`src/rtl/serial_digit_adder_if.sv`:
```
// Operand/result handshake bundle for serial_digit_adder.
// io_out_overflow exists only when SERIAL_DIGIT_ADDER_OVERFLOW_EN is defined.
interface serial_digit_adder_if #(
  parameter int WIDTH = 8
);
  logic             io_in_valid;
  logic             io_in_ready;
  logic [WIDTH-1:0] io_in_lhs;
  logic [WIDTH-1:0] io_in_rhs;
  logic             io_in_cin;
  logic             io_out_valid;
  logic             io_out_ready;
  logic [WIDTH-1:0] io_out_sum;
  logic             io_out_cout;
`ifdef SERIAL_DIGIT_ADDER_OVERFLOW_EN
  logic             io_out_overflow;

  modport master (
    output io_in_valid, io_in_lhs, io_in_rhs, io_in_cin, io_out_ready,
    input  io_in_ready, io_out_valid, io_out_sum, io_out_cout, io_out_overflow
  );
  modport slave (
    input  io_in_valid, io_in_lhs, io_in_rhs, io_in_cin, io_out_ready,
    output io_in_ready, io_out_valid, io_out_sum, io_out_cout, io_out_overflow
  );
`else
  modport master (
    output io_in_valid, io_in_lhs, io_in_rhs, io_in_cin, io_out_ready,
    input  io_in_ready, io_out_valid, io_out_sum, io_out_cout
  );
  modport slave (
    input  io_in_valid, io_in_lhs, io_in_rhs, io_in_cin, io_out_ready,
    output io_in_ready, io_out_valid, io_out_sum, io_out_cout
  );
`endif
endinterface

```
`src/rtl/serial_digit_adder.sv`:
```
// Multi-cycle WIDTH-bit adder reusing a DIGIT-bit slice, LSB digit first, carry registered between cycles.
// Optional signed-overflow output enabled by SERIAL_DIGIT_ADDER_OVERFLOW_EN.
//
// state | meaning
// IDLE  | ready for an operand pair
// BUSY  | adding one digit per cycle
// DONE  | result presented until consumer takes it
module serial_digit_adder #(
  parameter int WIDTH = 8,
  parameter int DIGIT = 2
) (
  input  logic               clk,
  input  logic               reset,
  serial_digit_adder_if.slave bus
);
  localparam int NDIG = WIDTH / DIGIT;
  localparam int CW   = (NDIG > 1) ? $clog2(NDIG) : 1;
  localparam logic [CW-1:0] LAST = CW'(NDIG - 1);

  generate
    if ((WIDTH < DIGIT) || (WIDTH % DIGIT != 0)) begin : g_bad_params
      $error("serial_digit_adder: WIDTH must be a multiple of DIGIT and >= DIGIT");
    end
  endgenerate

  typedef enum logic [1:0] {IDLE, BUSY, DONE} state_t;

  state_t           state_q, state_d;
  logic [WIDTH-1:0] lhs_sh_q, lhs_sh_d;
  logic [WIDTH-1:0] rhs_sh_q, rhs_sh_d;
  logic [WIDTH-1:0] acc_q, acc_d;
  logic [WIDTH-1:0] sum_q, sum_d;
  logic             carry_q, carry_d;
  logic             cout_q, cout_d;
  logic [CW-1:0]    cnt_q, cnt_d;
  logic [DIGIT:0]   slice;
  logic [WIDTH+DIGIT-1:0] acc_ext;
`ifdef SERIAL_DIGIT_ADDER_OVERFLOW_EN
  logic             lhs_sign_q, lhs_sign_d;
  logic             rhs_sign_q, rhs_sign_d;
  logic             ovf_q, ovf_d;
`endif

  always_comb begin
    state_d  = state_q;
    lhs_sh_d = lhs_sh_q;
    rhs_sh_d = rhs_sh_q;
    acc_d    = acc_q;
    sum_d    = sum_q;
    carry_d  = carry_q;
    cout_d   = cout_q;
    cnt_d    = cnt_q;
`ifdef SERIAL_DIGIT_ADDER_OVERFLOW_EN
    lhs_sign_d = lhs_sign_q;
    rhs_sign_d = rhs_sign_q;
    ovf_d      = ovf_q;
`endif
    slice   = {1'b0, lhs_sh_q[DIGIT-1:0]} + {1'b0, rhs_sh_q[DIGIT-1:0]}
            + {{DIGIT{1'b0}}, carry_q};
    // New digit enters at the top; the widened vector keeps this legal when NDIG == 1.
    acc_ext = {slice[DIGIT-1:0], acc_q};
    case (state_q)
      IDLE: begin
        if (bus.io_in_valid) begin
          lhs_sh_d = bus.io_in_lhs;
          rhs_sh_d = bus.io_in_rhs;
          carry_d  = bus.io_in_cin;
          cnt_d    = '0;
`ifdef SERIAL_DIGIT_ADDER_OVERFLOW_EN
          lhs_sign_d = bus.io_in_lhs[WIDTH-1];
          rhs_sign_d = bus.io_in_rhs[WIDTH-1];
`endif
          state_d  = BUSY;
        end
      end
      BUSY: begin
        carry_d  = slice[DIGIT];
        acc_d    = acc_ext[WIDTH+DIGIT-1:DIGIT];
        lhs_sh_d = lhs_sh_q >> DIGIT;
        rhs_sh_d = rhs_sh_q >> DIGIT;
        if (cnt_q == LAST) begin
          sum_d   = acc_d;
          cout_d  = slice[DIGIT];
`ifdef SERIAL_DIGIT_ADDER_OVERFLOW_EN
          ovf_d   = (lhs_sign_q == rhs_sign_q) && (acc_d[WIDTH-1] != lhs_sign_q);
`endif
          state_d = DONE;
        end else begin
          cnt_d   = cnt_q + CW'(1);
        end
      end
      DONE: begin
        if (bus.io_out_ready) state_d = IDLE;
      end
      default: state_d = IDLE;
    endcase
  end

  always_ff @(posedge clk or negedge reset) begin
    if (!reset) begin
      state_q  <= IDLE;
      lhs_sh_q <= '0;
      rhs_sh_q <= '0;
      acc_q    <= '0;
      sum_q    <= '0;
      carry_q  <= 1'b0;
      cout_q   <= 1'b0;
      cnt_q    <= '0;
`ifdef SERIAL_DIGIT_ADDER_OVERFLOW_EN
      lhs_sign_q <= 1'b0;
      rhs_sign_q <= 1'b0;
      ovf_q      <= 1'b0;
`endif
    end else begin
      state_q  <= state_d;
      lhs_sh_q <= lhs_sh_d;
      rhs_sh_q <= rhs_sh_d;
      acc_q    <= acc_d;
      sum_q    <= sum_d;
      carry_q  <= carry_d;
      cout_q   <= cout_d;
      cnt_q    <= cnt_d;
`ifdef SERIAL_DIGIT_ADDER_OVERFLOW_EN
      lhs_sign_q <= lhs_sign_d;
      rhs_sign_q <= rhs_sign_d;
      ovf_q      <= ovf_d;
`endif
    end
  end

  assign bus.io_in_ready  = (state_q == IDLE);
  assign bus.io_out_valid = (state_q == DONE);
  assign bus.io_out_sum   = sum_q;
  assign bus.io_out_cout  = cout_q;
`ifdef SERIAL_DIGIT_ADDER_OVERFLOW_EN
  assign bus.io_out_overflow = ovf_q;
`endif
endmodule

```
`src/flat_wrapper.sv`:
```
// flat-port wrapper written by rule: the top's interface ports become plain ports
module serial_digit_adder_flat 
#(
  parameter int WIDTH = 8,
  parameter int DIGIT = 2
)
  (clk, reset, bus_io_in_valid, bus_io_in_lhs, bus_io_in_rhs, bus_io_in_cin, bus_io_out_ready, bus_io_in_ready, bus_io_out_valid, bus_io_out_sum, bus_io_out_cout);
  serial_digit_adder_if #(.WIDTH(WIDTH)) bus_i ();
  input  logic clk;
  input  logic reset;
  input wire logic [$bits(bus_i.io_in_valid)-1:0] bus_io_in_valid;
  input wire logic [$bits(bus_i.io_in_lhs)-1:0] bus_io_in_lhs;
  input wire logic [$bits(bus_i.io_in_rhs)-1:0] bus_io_in_rhs;
  input wire logic [$bits(bus_i.io_in_cin)-1:0] bus_io_in_cin;
  input wire logic [$bits(bus_i.io_out_ready)-1:0] bus_io_out_ready;
  output wire logic [$bits(bus_i.io_in_ready)-1:0] bus_io_in_ready;
  output wire logic [$bits(bus_i.io_out_valid)-1:0] bus_io_out_valid;
  output wire logic [$bits(bus_i.io_out_sum)-1:0] bus_io_out_sum;
  output wire logic [$bits(bus_i.io_out_cout)-1:0] bus_io_out_cout;
  assign bus_i.io_in_valid = bus_io_in_valid;
  assign bus_i.io_in_lhs = bus_io_in_lhs;
  assign bus_i.io_in_rhs = bus_io_in_rhs;
  assign bus_i.io_in_cin = bus_io_in_cin;
  assign bus_i.io_out_ready = bus_io_out_ready;
  assign bus_io_in_ready = bus_i.io_in_ready;
  assign bus_io_out_valid = bus_i.io_out_valid;
  assign bus_io_out_sum = bus_i.io_out_sum;
  assign bus_io_out_cout = bus_i.io_out_cout;
  serial_digit_adder #(.WIDTH(WIDTH), .DIGIT(DIGIT)) u_core (.clk(clk), .reset(reset), .bus(bus_i));
endmodule
```
`config.mk`:
```
export PLATFORM = sky130hd
export DESIGN_NAME = serial_digit_adder_flat
export DESIGN_NICKNAME = d
export VERILOG_FILES = /design/src/rtl/serial_digit_adder_if.sv /design/src/rtl/serial_digit_adder.sv /design/src/flat_wrapper.sv
export SDC_FILE = /design/constraint.sdc
export NUM_CORES = 1
export LEC_CHECK = 0
export CORE_ASPECT_RATIO = 0.8
export CORE_UTILIZATION = 45
export DETAILED_ROUTE_END_ITERATION = 7
export PLACE_DENSITY = 0.81
export SLEW_MARGIN = 20
export SYNTH_ARGS = -nofsm -noshare
export SYNTH_HDL_FRONTEND = slang
export SYNTH_SLANG_ARGS = --single-unit
```
`constraint.sdc`:
```
create_clock -name clk -period 4.3 [get_ports clk]
set_input_delay 0.86 -clock clk [delete_from_list [all_inputs] [get_ports clk]]
set_output_delay 0.86 -clock clk [all_outputs]
set_load 0.02 [all_outputs]
```
# Word-level counts from Yosys, hierarchy flattened
# Cells that the tools add are included.
[word_totals]
register_bits = 38
latchBits = 0
mem_bits_rw = 0
rom_bits = 0
inputBits = 21
output_inout_bits = 11
wordCells = 37
mem_count = 0
[classes]
add_sub_neg = 3
n_mul = 0
div = 0
order_cmp = 0
n_eq_ne = 7
shift = 0
muxes = 13
bitwise = 0
n_reduce_logical = 6
[op_table]
columns = ["operator", "count"]
rows = [
  ["case mux 8 bit (2 select lines)", 2],
  ["two-way mux 8 bit", 2],
  ["two-way mux 2 bit", 5],
  ["inequality test 2 bit, second input constant", 3],
  ["case mux 2 bit (3 select lines)", 1],
  ["AND reduction 3 bit", 2],
  ["equality test 2 bit, second input constant", 2],
  ["case mux 2 bit (2 select lines)", 1],
  ["AND reduction 2 bit", 2],
  ["adder 2 x 2 -> 3 bit", 1],
  ["adder 3 x 1 -> 3 bit", 1],
  ["adder 2 x 1 -> 2 bit, second input constant", 1],
  ["equality test 2 x 1 -> 1 bit, second input constant", 1],
  ["logical NOT 2 bit", 1],
  ["inequality test 2 x 1 -> 1 bit, second input constant", 1],
  ["case mux 1 bit (2 select lines)", 1],
  ["nonzero test 2 bit", 1],
  ["two-way mux 1 bit", 1],
]

# Logic depth before layout (Yosys ltp)
# Gate-level depths: netlist of the first run.
[depth]
word_depth = 3
mapped_depth = 6
ltp_nobuf = 6

# Worst setup path before layout of the first run
# OpenSTA, ideal clock, no wires.
[synth_path]
kind = "flip-flop to output port"
from = "reg u_core.state_q[1]"
to = "out bus_io_out_valid"
t_arrival_ns = 0.988
required_ns = 3.440
slack_ns = 2.452
path_stages_with_launch = 5
n_path_buf = 2
cell_sequence = "dfrtp_1 -> buf_4 -> inv_2 -> buf_2 -> nor2_1"
[synth_via]
elab_chain_len = 1
[synth_rtl]
columns = ["element", "line", "source"]
rows = [
  ["from (decl)", "serial_digit_adder.sv:28", "state_t state_q, state_d;"],
  ["from (signal assigned)", "serial_digit_adder.sv:115", "state_q <= state_d;"],
  ["equality test 2 bit", "serial_digit_adder.sv:132", "assign bus.io_out_valid = (state_q == DONE);"],
  ["to (decl)", "flat_wrapper.sv:17", "output wire logic [$bits(bus_i.io_out_valid)-1:0] bus_io_out_valid;"],
]
# Every way passes these cells.

# Worst setup path after layout of the first run
# Same ends and word-level chain as after synthesis.

==> metrics.md, run 1 <==
| Metric | Value |
|---|---|
| Max Cap Viol | 0 |
| Wire per inst | 15.0 um |
| Congestion Overflow GR | 0 |
| Largest net degree at the start of global routing | 37 |
| Via Count | 1195 |
| Area grow syn2layout | 26.2% |
| Drt first pass iters | 4 |
| EDFF count, synth | 0 |
| Worst-Margin Slew | 0.634 ns |
| Most common flop cell mapped by yosys | dfrtp_1 |
| Remaining antenna violation count | 0 |
| WP data arrival | 1.82 ns |
| Total CTS buffers | 5 |
| Fin. max-slew vios | 0 |
| Post-synth cell types | 26 |
| Post-DR vias/cell | 5.72 |
| Die Ht | 55.2 um |
| Crit-path max FO | 16 |
| Root buf cell | clkbuf_8 |
| Global-route wire length before repair | 5.04 mm |
| Worst EP required | 3.44 ns |
| Critical path launch point type | flip-flop |
| Setup violators final | 0 |
| Initial antenna violation count | 0 |
| Placed inst area | 1900 um2 |
| Filler cells | 250 |
| Row count | 18 |
| Clk Latency, worst-skew pair | 0.29 ns |
| Final weighted congestion in routability-driven placement | 0.804 |
| Critical path endpoint category | output port |
| Final min period | 2.68 ns |
| Max Root-Sink Buffers | 2 |
| Final Hold Fails | 0 |
| PD cells | 781 nW/um2 |
| Setup Skew | 0.00616 ns |
| Antenna Cells | 0 |
| Floorplan Core Area | 3220 um2 |
| Die width | 68.5 um |
| CTS resizes | 0 |
| Maximum clock frequency | 373 MHz |
| I/O pins | 32 |
| PortBufs | 31 |
| Sinks on Clock Net | 36 |
| Tot Pwr | 1.57 mW |
| Routed Wire Length | 3.13 mm |
| Post-synthesis xor/xnor area fraction | 0% |
| Most frequent cell after synthesis | dfrtp_1 |
| Ranking of synthesized cells by area | dfrtp_1, o22ai_1, mux2_2, a21oi_1, o21ai_0 |
| # DRC | 0 |
| Final instance area | 2010 um2 |
| Min-delay worst type | flip-flop to flip-flop |
| Ys async rst share | 100% |
| Initial DRC count | 80 |
| Synth Area per Inst | 11.6 um2 |
| Leakage power | 0.873 nW |
| Worst VDD drop | 0.355 mV |
| Util after Layout | 62.5% |
| Vias in the first global route | 1131 |
| GRT Util Overall | 18.1% |
| Nets | 192 |
| Yosys top cell area share | 56.5% |
| Yosys warns | 0 |
| Adder-Cell Fraction of Synth Area | 3.30% |
| Relative slew margins | 57.7% |
| Initial core utilization | 49.5% |
| Post-CTS setup buffers | 0 |
| H-tree levels | 2 |
| Largest family of logic cells by synthesized area | compound AO/OA/AOI/OAI gates |
| Post-CTS Hold Buffers | 0 |
| RSZ-0062 raised after global routing | false |
| Clock-pin slew on the worst setup and hold paths | 0.07 ns |
| Setup TNS | 0 ns |
| Die area | 3790 um2 |
| Area leader, netlist | dfrtp_1 |
| Outcome | finished, final reports clean |
| Fraction of layout instances using a drive strength above 1 | 13.6% |
| Post-synthesis compound-gate area fraction | 20.7% |
| Dpl hpwl | 2.16 mm |
| Mux share of post-synthesis cell area | 7.77% |
| Post-Syn Instances | 138 |
| Final cell count without fillers | 209 |
| Flops & latches, synth | 36 |
| Cell total after placement | 201 |
| Post-synth top cells | dfrtp_1, o22ai_1, a21oi_1 |
| Tcrit/Tclk final | 62.4% |
| Worst setup path class | flip-flop to output port |
| Mapped Area | 1590 um2 |
| Sequential share of the synthesized area | 56.5% |
| Post-synthesis simple-gate area fraction | 5.97% |
| CTS tree | built |
| Net Count, Synth | 162 |
stage by stage:
step | setup WS (ns) | hold WS [ns]
after floorplan | 2.45 | 0.466
after global placement | 1.95 | 0.470
after detailed placement | 1.89 | 0.477
after CTS | 1.60 | 0.494
after global routing | 1.48 | 0.513
final | 1.62 | 0.488
worst max-delay path, cell delays in order (launching register included):
cell,delay [ns]
dfrtp_1,0.58
inv_2,0.22
nor2_1,0.13
clkdlybuf4s50_1,0.61
final cells by class:
type	instances	area, um2	area share (%)
clock buffers	5	68.8	3.42
repair buffers	32	318	15.8
inverters	8	30.0	1.49
flip-flops and latches	36	901	44.8
well taps	40	50.0	2.49
multi-input cells	85	602	29.9
clock inverters	3	42.5	2.11
final timing paths:
path,startpoint,endpoint,slack (ns),depth (start not counted)
worst max-delay path,u_core.state_q[1],bus_io_out_valid,1.62,3
worst min-delay path,u_core.bus.io_out_sum[6],u_core.bus.io_out_sum[6],0.49,2
worst max register to register,u_core.state_q[1],u_core.acc_q[5],2.63,2
worst min register to register,u_core.bus.io_out_sum[6],u_core.bus.io_out_sum[6],0.49,2
max in group asynchronous,reset,u_core.rhs_sh_q[1],2.99,2
min in group asynchronous,reset,u_core.cnt_q[0],0.99,2
registers in the layout, indices dropped and copies added, names as in the netlist:
register	count
u_core.cnt_q	2
u_core.bus.io_out_cout	1
u_core.rhs_sh_q	8
u_core.carry_q	1
u_core.lhs_sh_q	8
u_core.acc_q	6
u_core.bus.io_out_sum	8
u_core.state_q	2
cell families after synthesis:
group / after synthesis
compound gates: 53
flops: 36
buf+inv: 17
simple gates: 19
fa+ha+maj: 3
mux: 10
cell usage in the layout (no fill, tap or decap), types with 5 or more instances in the layout:
cell and count:
a21oi_1 11, o22ai_1 22, o21ai_0 9, nand2_1 7, clkdlybuf4s50_1 31, inv_1 6, clkbuf_8 5, dfrtp_1 36
mux2_2 7
power breakdown:
group	switching [mW]	internal (mW)
combinational	0.323	0.326
sequential	0.127	0.502
clock	0.122	0.171
metal layers:
metal / GRT usage (%) / part of all wire [%] / vias up
met5: 0 / 0 / -
met3: 5.58 / 5.1 / 7
met4: 6.25 / 1.3 / 0
met2: 25.2 / 46 / 37
met1: 26.3 / 48 / 583
li1: - / - / 568
(Power assumes the default switching activity.)
==> run 2: changes to the inputs <==
Clock period 4.3 ns to 2.51 ns, I/O delays scaled along.
==> run 2 against run 1 <==
  * First-iteration DRC count down 10%
  * Sequential share of layout area down 1.0 points
  * Via count down 0.17%
  * Largest cell class unchanged
  * Power up 85%
  * Critical path type unchanged
  * Clock power up 140%
  * Final area up 2.4%
  * Non-clock buffer count unchanged
==> metrics.md, run 2 (same netlist as run 1, synthesis figures left out) <==
| Metric | Value |
|---|---|
| Clock-pin slew on the worst setup and hold paths | 0.08 ns |
| Max Root-Sink Buffers | 2 |
| R2R setup slack | 0.78 ns |
| Clk Latency, worst-skew pair | 0.29 ns |
| Via Count | 1193 |
| Register Area | 901 um2 |
| Filler cells | 256 |
| Final Hold Fails | 0 |
| Final instance area | 2060 um2 |
| Worst-Margin Slew | 0.691 ns |
| Worst setup path end | bus_io_out_valid |
| Root buf cell | clkbuf_8 |
| Nets | 192 |
| Cell family with the largest share of critical-path delay | buffers and inverters |
| Multi-input gate area | 602 um2 |
| Crit-path max FO | 16 |
| First element of the critical path | u_core.state_q[1] |
| Die Ht | 55.2 um |
| Floorplan Core Area | 3220 um2 |
| PortBufs | 31 |
| Area grow syn2layout | 29.2% |
| Relative slew margins | 53.9% |
| Buf+Inv Stages, Crit Path | 2 |
| Setup TNS | 0 ns |
| Outcome | finished, final reports clean |
| Initial antenna violation count | 0 |
| Sinks on Clock Net | 36 |
| Congestion Overflow GR | 0 |
| Placed inst area | 1900 um2 |
| Post-DR vias/cell | 5.71 |
| Worst setup path class | flip-flop to output port |
| GRT Util Overall | 18.5% |
| Tcrit/Tclk final | 93.2% |
| Commonest cells after routing, fill and taps aside | dfrtp_1, clkdlybuf4s50_1, o22ai_1 |
| Largest net degree at the start of global routing | 37 |
| Vias in the first global route | 1119 |
| RSZ-0062 raised after global routing | false |
| R2r worst-path depth | 2 |
| # DRC | 0 |
| Drt first pass iters | 4 |
| Die width | 68.5 um |
| Routed Wire Length | 3.27 mm |
| Wire per inst | 15.7 um |
| Slowest CP cell | clkdlybuf4s50_1 |
| H-tree levels | 2 |
| WP data arrival | 1.84 ns |
| Worst VDD drop | 0.581 mV |
| Maximum clock frequency | 428 MHz |
| Dpl hpwl | 2.21 mm |
| CTS resizes | 0 |
| Total CTS buffers | 5 |
| Fin. max-slew vios | 0 |
| Initial core utilization | 49.5% |
| Leakage power | 0.897 nW |
| Critical path launch point type | flip-flop |
| CP Depth | 3 |
| Final weighted congestion in routability-driven placement | 0.803 |
| Min-delay worst type | flip-flop to flip-flop |
| Row count | 18 |
| Commonest non-fill, non-tap cell in the layout | dfrtp_1 |
| I/O pins | 32 |
| Reg-to-Reg End | u_core.acc_q[4] |
| Max Cap Viol | 0 |
| Worst EP required | 2.01 ns |
| Post-CTS Hold Buffers | 0 |
| RR Startpoint | u_core.state_q[1] |
| Post-CTS setup buffers | 0 |
| Global-route wire length before repair | 5.11 mm |
| Fraction of layout instances using a drive strength above 1 | 13.6% |
| Worst path max stage delay | 0.61 ns |
| Worst-path cell chain | inv_2, nor2_1, clkdlybuf4s50_1 |
| Critical path endpoint category | output port |
| Remaining antenna violation count | 0 |
| CTS tree | built |
| Setup Skew | 0.00622 ns |
| PD cells | 1410 nW/um2 |
| Initial DRC count | 72 |
| Setup violators final | 0 |
| Antenna Cells | 0 |
| Die area | 3790 um2 |
| Final min period | 2.34 ns |
run 2: how the worst min path moves through the flow:
stage,startpoint,to,depth (start not counted),slack [ns]
finish,u_core.bus.io_out_cout,u_core.bus.io_out_cout,2,0.49
global route,u_core.bus.io_out_cout,u_core.bus.io_out_cout,2,0.52
global placement,u_core.bus.io_out_cout,u_core.bus.io_out_cout,2,0.47
floorplan,reset,u_core.acc_q[2],0,0.21
CTS,u_core.bus.io_out_cout,u_core.bus.io_out_cout,2,0.49
detailed placement,u_core.bus.io_out_cout,u_core.bus.io_out_cout,2,0.47
run 2: worst reg2reg max path, cell delays in order (launching register included):
cell      delay, ns
dfrtp_1        0.58
nand2b_1       0.62
mux2_2         0.42
run 2: stage by stage:
step | utilization (%) | hold WS (ns) | worst slack, ns | total power [mW] | instances
3_5_place_dp | 59.0 | 0.471 | 0.481 | 2.20 | 201
6_report | 63.9 | 0.487 | 0.171 | 2.91 | 209
3_3_place_gp | 59.0 | 0.470 | 0.518 | 2.14 | 201
4_1_cts | 63.9 | 0.489 | 0.177 | 2.91 | 209
2_1_floorplan | - | 0.206 | 1.00 | 1.87 | 138
5_1_grt | 63.9 | 0.520 | 0.0809 | 3.08 | 209
run 2: metal layers:
layer  up-vias  wire length [um]  track usage (%)
met5         -                 0                0
met4         0                59             7.14
met3         9               226             6.20
met2        53              1480             26.5
met1       569              1510             25.6
li1        562                 -                -
run 2: power by group:
part,switching (mW),internal (mW)
clock,0.213,0.497
combinational,0.562,0.559
sequential,0.215,0.860
total,0.990,1.92
run 2: cell type report:
type                    count  share of cell area (%)
well taps                  40                    2.43
flip-flops and latches     36                    43.7
clock buffers               5                    3.34
clock inverters             3                    4.37
repair buffers             32                    15.4
multi-input cells          85                    29.2
inverters                   8                    1.46
==> run 3: changes to the inputs <==
--- a/config.mk
+++ b/config.mk
@@ -7,2 +7,3 @@
 export LEC_CHECK = 0
+export CAP_MARGIN = 10
 export CORE_ASPECT_RATIO = 0.8
@@ -10,2 +11,3 @@
 export DETAILED_ROUTE_END_ITERATION = 7
+export GPL_ROUTABILITY_DRIVEN = 0
 export PLACE_DENSITY = 0.81
==> constraint.sdc (replaced) <==
create_clock -name clk -period 2.51 [get_ports clk]
set_input_delay 0.6275 -clock clk [delete_from_list [all_inputs] [get_ports clk]]
set_output_delay 0.6275 -clock clk [all_outputs]
set_load 0.02 [all_outputs]
==> run 3 against run 2 <==
  * Global-route usage rose by 0.98 points
  * Sequential power is essentially flat
  * Sequential share of layout area increased by 1.2 points
  * Clock power is 39% lower
  * Via count increased by 3.4%
  * Sequential cell count is the same
  * Maximum frequency up 2.4%
  * Combinational power about the same
  * Critical path depth unchanged
  * Worst hold slack better by 0.0031 ns
  * Power down 9.4%
  * First-iteration DRC count decreased by 19%
  * Critical endpoint unchanged
  * Largest power group unchanged
  * Highest routed layer unchanged
==> metrics.md, run 3 (same netlist as run 1, synthesis figures left out) <==
| Metric | Value |
|---|---|
| PortBufs | 31 |
| Final Hold Fails | 0 |
| Maximum clock frequency | 438 MHz |
| Congestion Overflow GR | 0 |
| Sinks on Clock Net | 36 |
| Worst-path cell chain | inv_2, nor2_1, clkdlybuf4s50_1 |
| Outcome | finished, final reports clean |
| RSZ-0062 raised after global routing | false |
| Remaining antenna violation count | 0 |
| Row count | 18 |
| GRT Util Overall | 19.5% |
| Wire per inst | 15.7 um |
| R2r worst-path depth | 6 |
| Fin. max-slew vios | 0 |
| Antenna Cells | 0 |
| Util after Layout | 62.3% |
| Global-route wire length before repair | 5.26 mm |
| RR Startpoint | u_core.carry_q |
| Clock-pin slew on the worst setup and hold paths | 0.07 ns |
| Worst path max stage delay | 0.61 ns |
| Floorplan Core Area | 3220 um2 |
| Root buf cell | clkbuf_8 |
| CP Depth | 3 |
| Setup Skew | 0.00287 ns |
| Via Count | 1233 |
| First element of the critical path | u_core.state_q[1] |
| Area grow syn2layout | 25.8% |
| Post-CTS setup buffers | 0 |
| Worst VDD drop | 0.574 mV |
| Critical path endpoint category | output port |
| Worst setup path class | flip-flop to output port |
| Initial DRC count | 58 |
| Initial core utilization | 49.5% |
| Max Cap Viol | 0 |
| Clk Latency, worst-skew pair | 0.28 ns |
| Final min period | 2.28 ns |
| Buf+Inv Stages, Crit Path | 2 |
| PD cells | 1310 nW/um2 |
| Vias in the first global route | 1204 |
| Hold_sp | u_core.bus.io_out_cout |
| Setup violators final | 0 |
| Die Ht | 55.2 um |
| Relative slew margins | 55.5% |
| Routed Wire Length | 3.29 mm |
| Slowest CP cell | clkdlybuf4s50_1 |
| WP data arrival | 1.66 ns |
| Cell family with the largest share of critical-path delay | buffers and inverters |
| H-tree levels | 2 |
| Commonest non-fill, non-tap cell in the layout | dfrtp_1 |
| Post-DR vias/cell | 5.90 |
| Setup TNS | 0 ns |
| Met1 usage | 23.8% |
| Leakage power | 0.873 nW |
| Total CTS buffers | 5 |
| Dpl hpwl | 2.30 mm |
| Hold depth | 2 |
| Worst EP required | 1.88 ns |
| Tcrit/Tclk final | 90.9% |
| CTS tree | built |
| Fraction of layout instances using a drive strength above 1 | 14.2% |
| Min-delay worst type | flip-flop to flip-flop |
| # DRC | 0 |
| Initial antenna violation count | 0 |
| Commonest cells after routing, fill and taps aside | dfrtp_1, clkdlybuf4s50_1, o22ai_1 |
| Met3 Track Usage GR | 9.30% |
| Worst-Margin Slew | 0.667 ns |
| Critical path launch point type | flip-flop |
| I/O pins | 32 |
| Met2 Track Usage GR | 28.2% |
| Die area | 3790 um2 |
| Nets | 193 |
| Largest net degree at the start of global routing | 37 |
| GR peak layer | met2 |
| Max Root-Sink Buffers | 2 |
| Drt first pass iters | 4 |
| Crit-path max FO | 16 |
| Die width | 68.5 um |
run 3: cell count changes in the layout (fill, tap and decap cells not counted):
cell and delta:
buf_4 +1, dfrtp_2 +1, bufinv_16 -3, clkbuf_8 +2, dfrtp_1 -1
run 3: what timing repair did:
item | in CTS | in global routing
resized for setup | 0 | 1
hold buffers | 0 | 0
endpoints found under the setup margin | 0 | 1
run 3: routing by layer:
metal  vias up  routed length (um)
met5         -                   0
met4         0                  34
met3         6                 218
met2        57                1530
met1       603                1500
li1        567                   -
run 3: area by class of cell:
| class | count | area, um2 |
|---|---|---|
| Timing Repair Buffer | 33 | 325 |
| Fill cell | 250 | 1210 |
| Inverter | 8 | 30.0 |
| Sequential cell | 36 | 902 |
| Clock buffer | 7 | 96.3 |
| Multi-Input combinational cell | 85 | 602 |
| Tap cell | 40 | 50.0 |
run 3: worst min-delay path, cell delays in order (launching register included):
cell and delay (ns):
dfrtp_1 0.35, nand2_1 0.05, o21ai_0 0.06
run 3: path summary, 6_finish.rpt:
| check | slack, ns | endpoint |
|---|---|---|
| min in group asynchronous | 0.76 | u_core.bus.io_out_sum[0] |
| hold reg to reg | 0.49 | u_core.bus.io_out_cout |
| max in group asynchronous | 1.41 | u_core.state_q[1] |
| setup / recovery | 0.23 | bus_io_out_valid |
| hold / removal | 0.49 | u_core.bus.io_out_cout |
| setup reg to reg | 0.89 | u_core.carry_q |
run 3: stage by stage:
stage / hold WS (ns) / std cells / setup slack, ns / area (um2) / total power, mW
2_1_floorplan: 0.332 / 138 / 0.894 / 1590 / 1.87
3_3_place_gp: 0.468 / 202 / 0.466 / 1910 / 2.14
3_5_place_dp: 0.483 / 202 / 0.420 / 1910 / 2.21
4_1_cts: 0.498 / 209 / 0.108 / 2000 / 2.65
5_1_grt: 0.514 / 209 / 0.129 / 2010 / 2.83
6_report: 0.490 / 209 / 0.227 / 2010 / 2.63
run 3: power breakdown:
group / switching, mW / total [mW] / internal [mW]
sequential: 0.215 / 1.08 / 0.862
combinational: 0.563 / 1.12 / 0.558
clock: 0.191 / 0.436 / 0.244
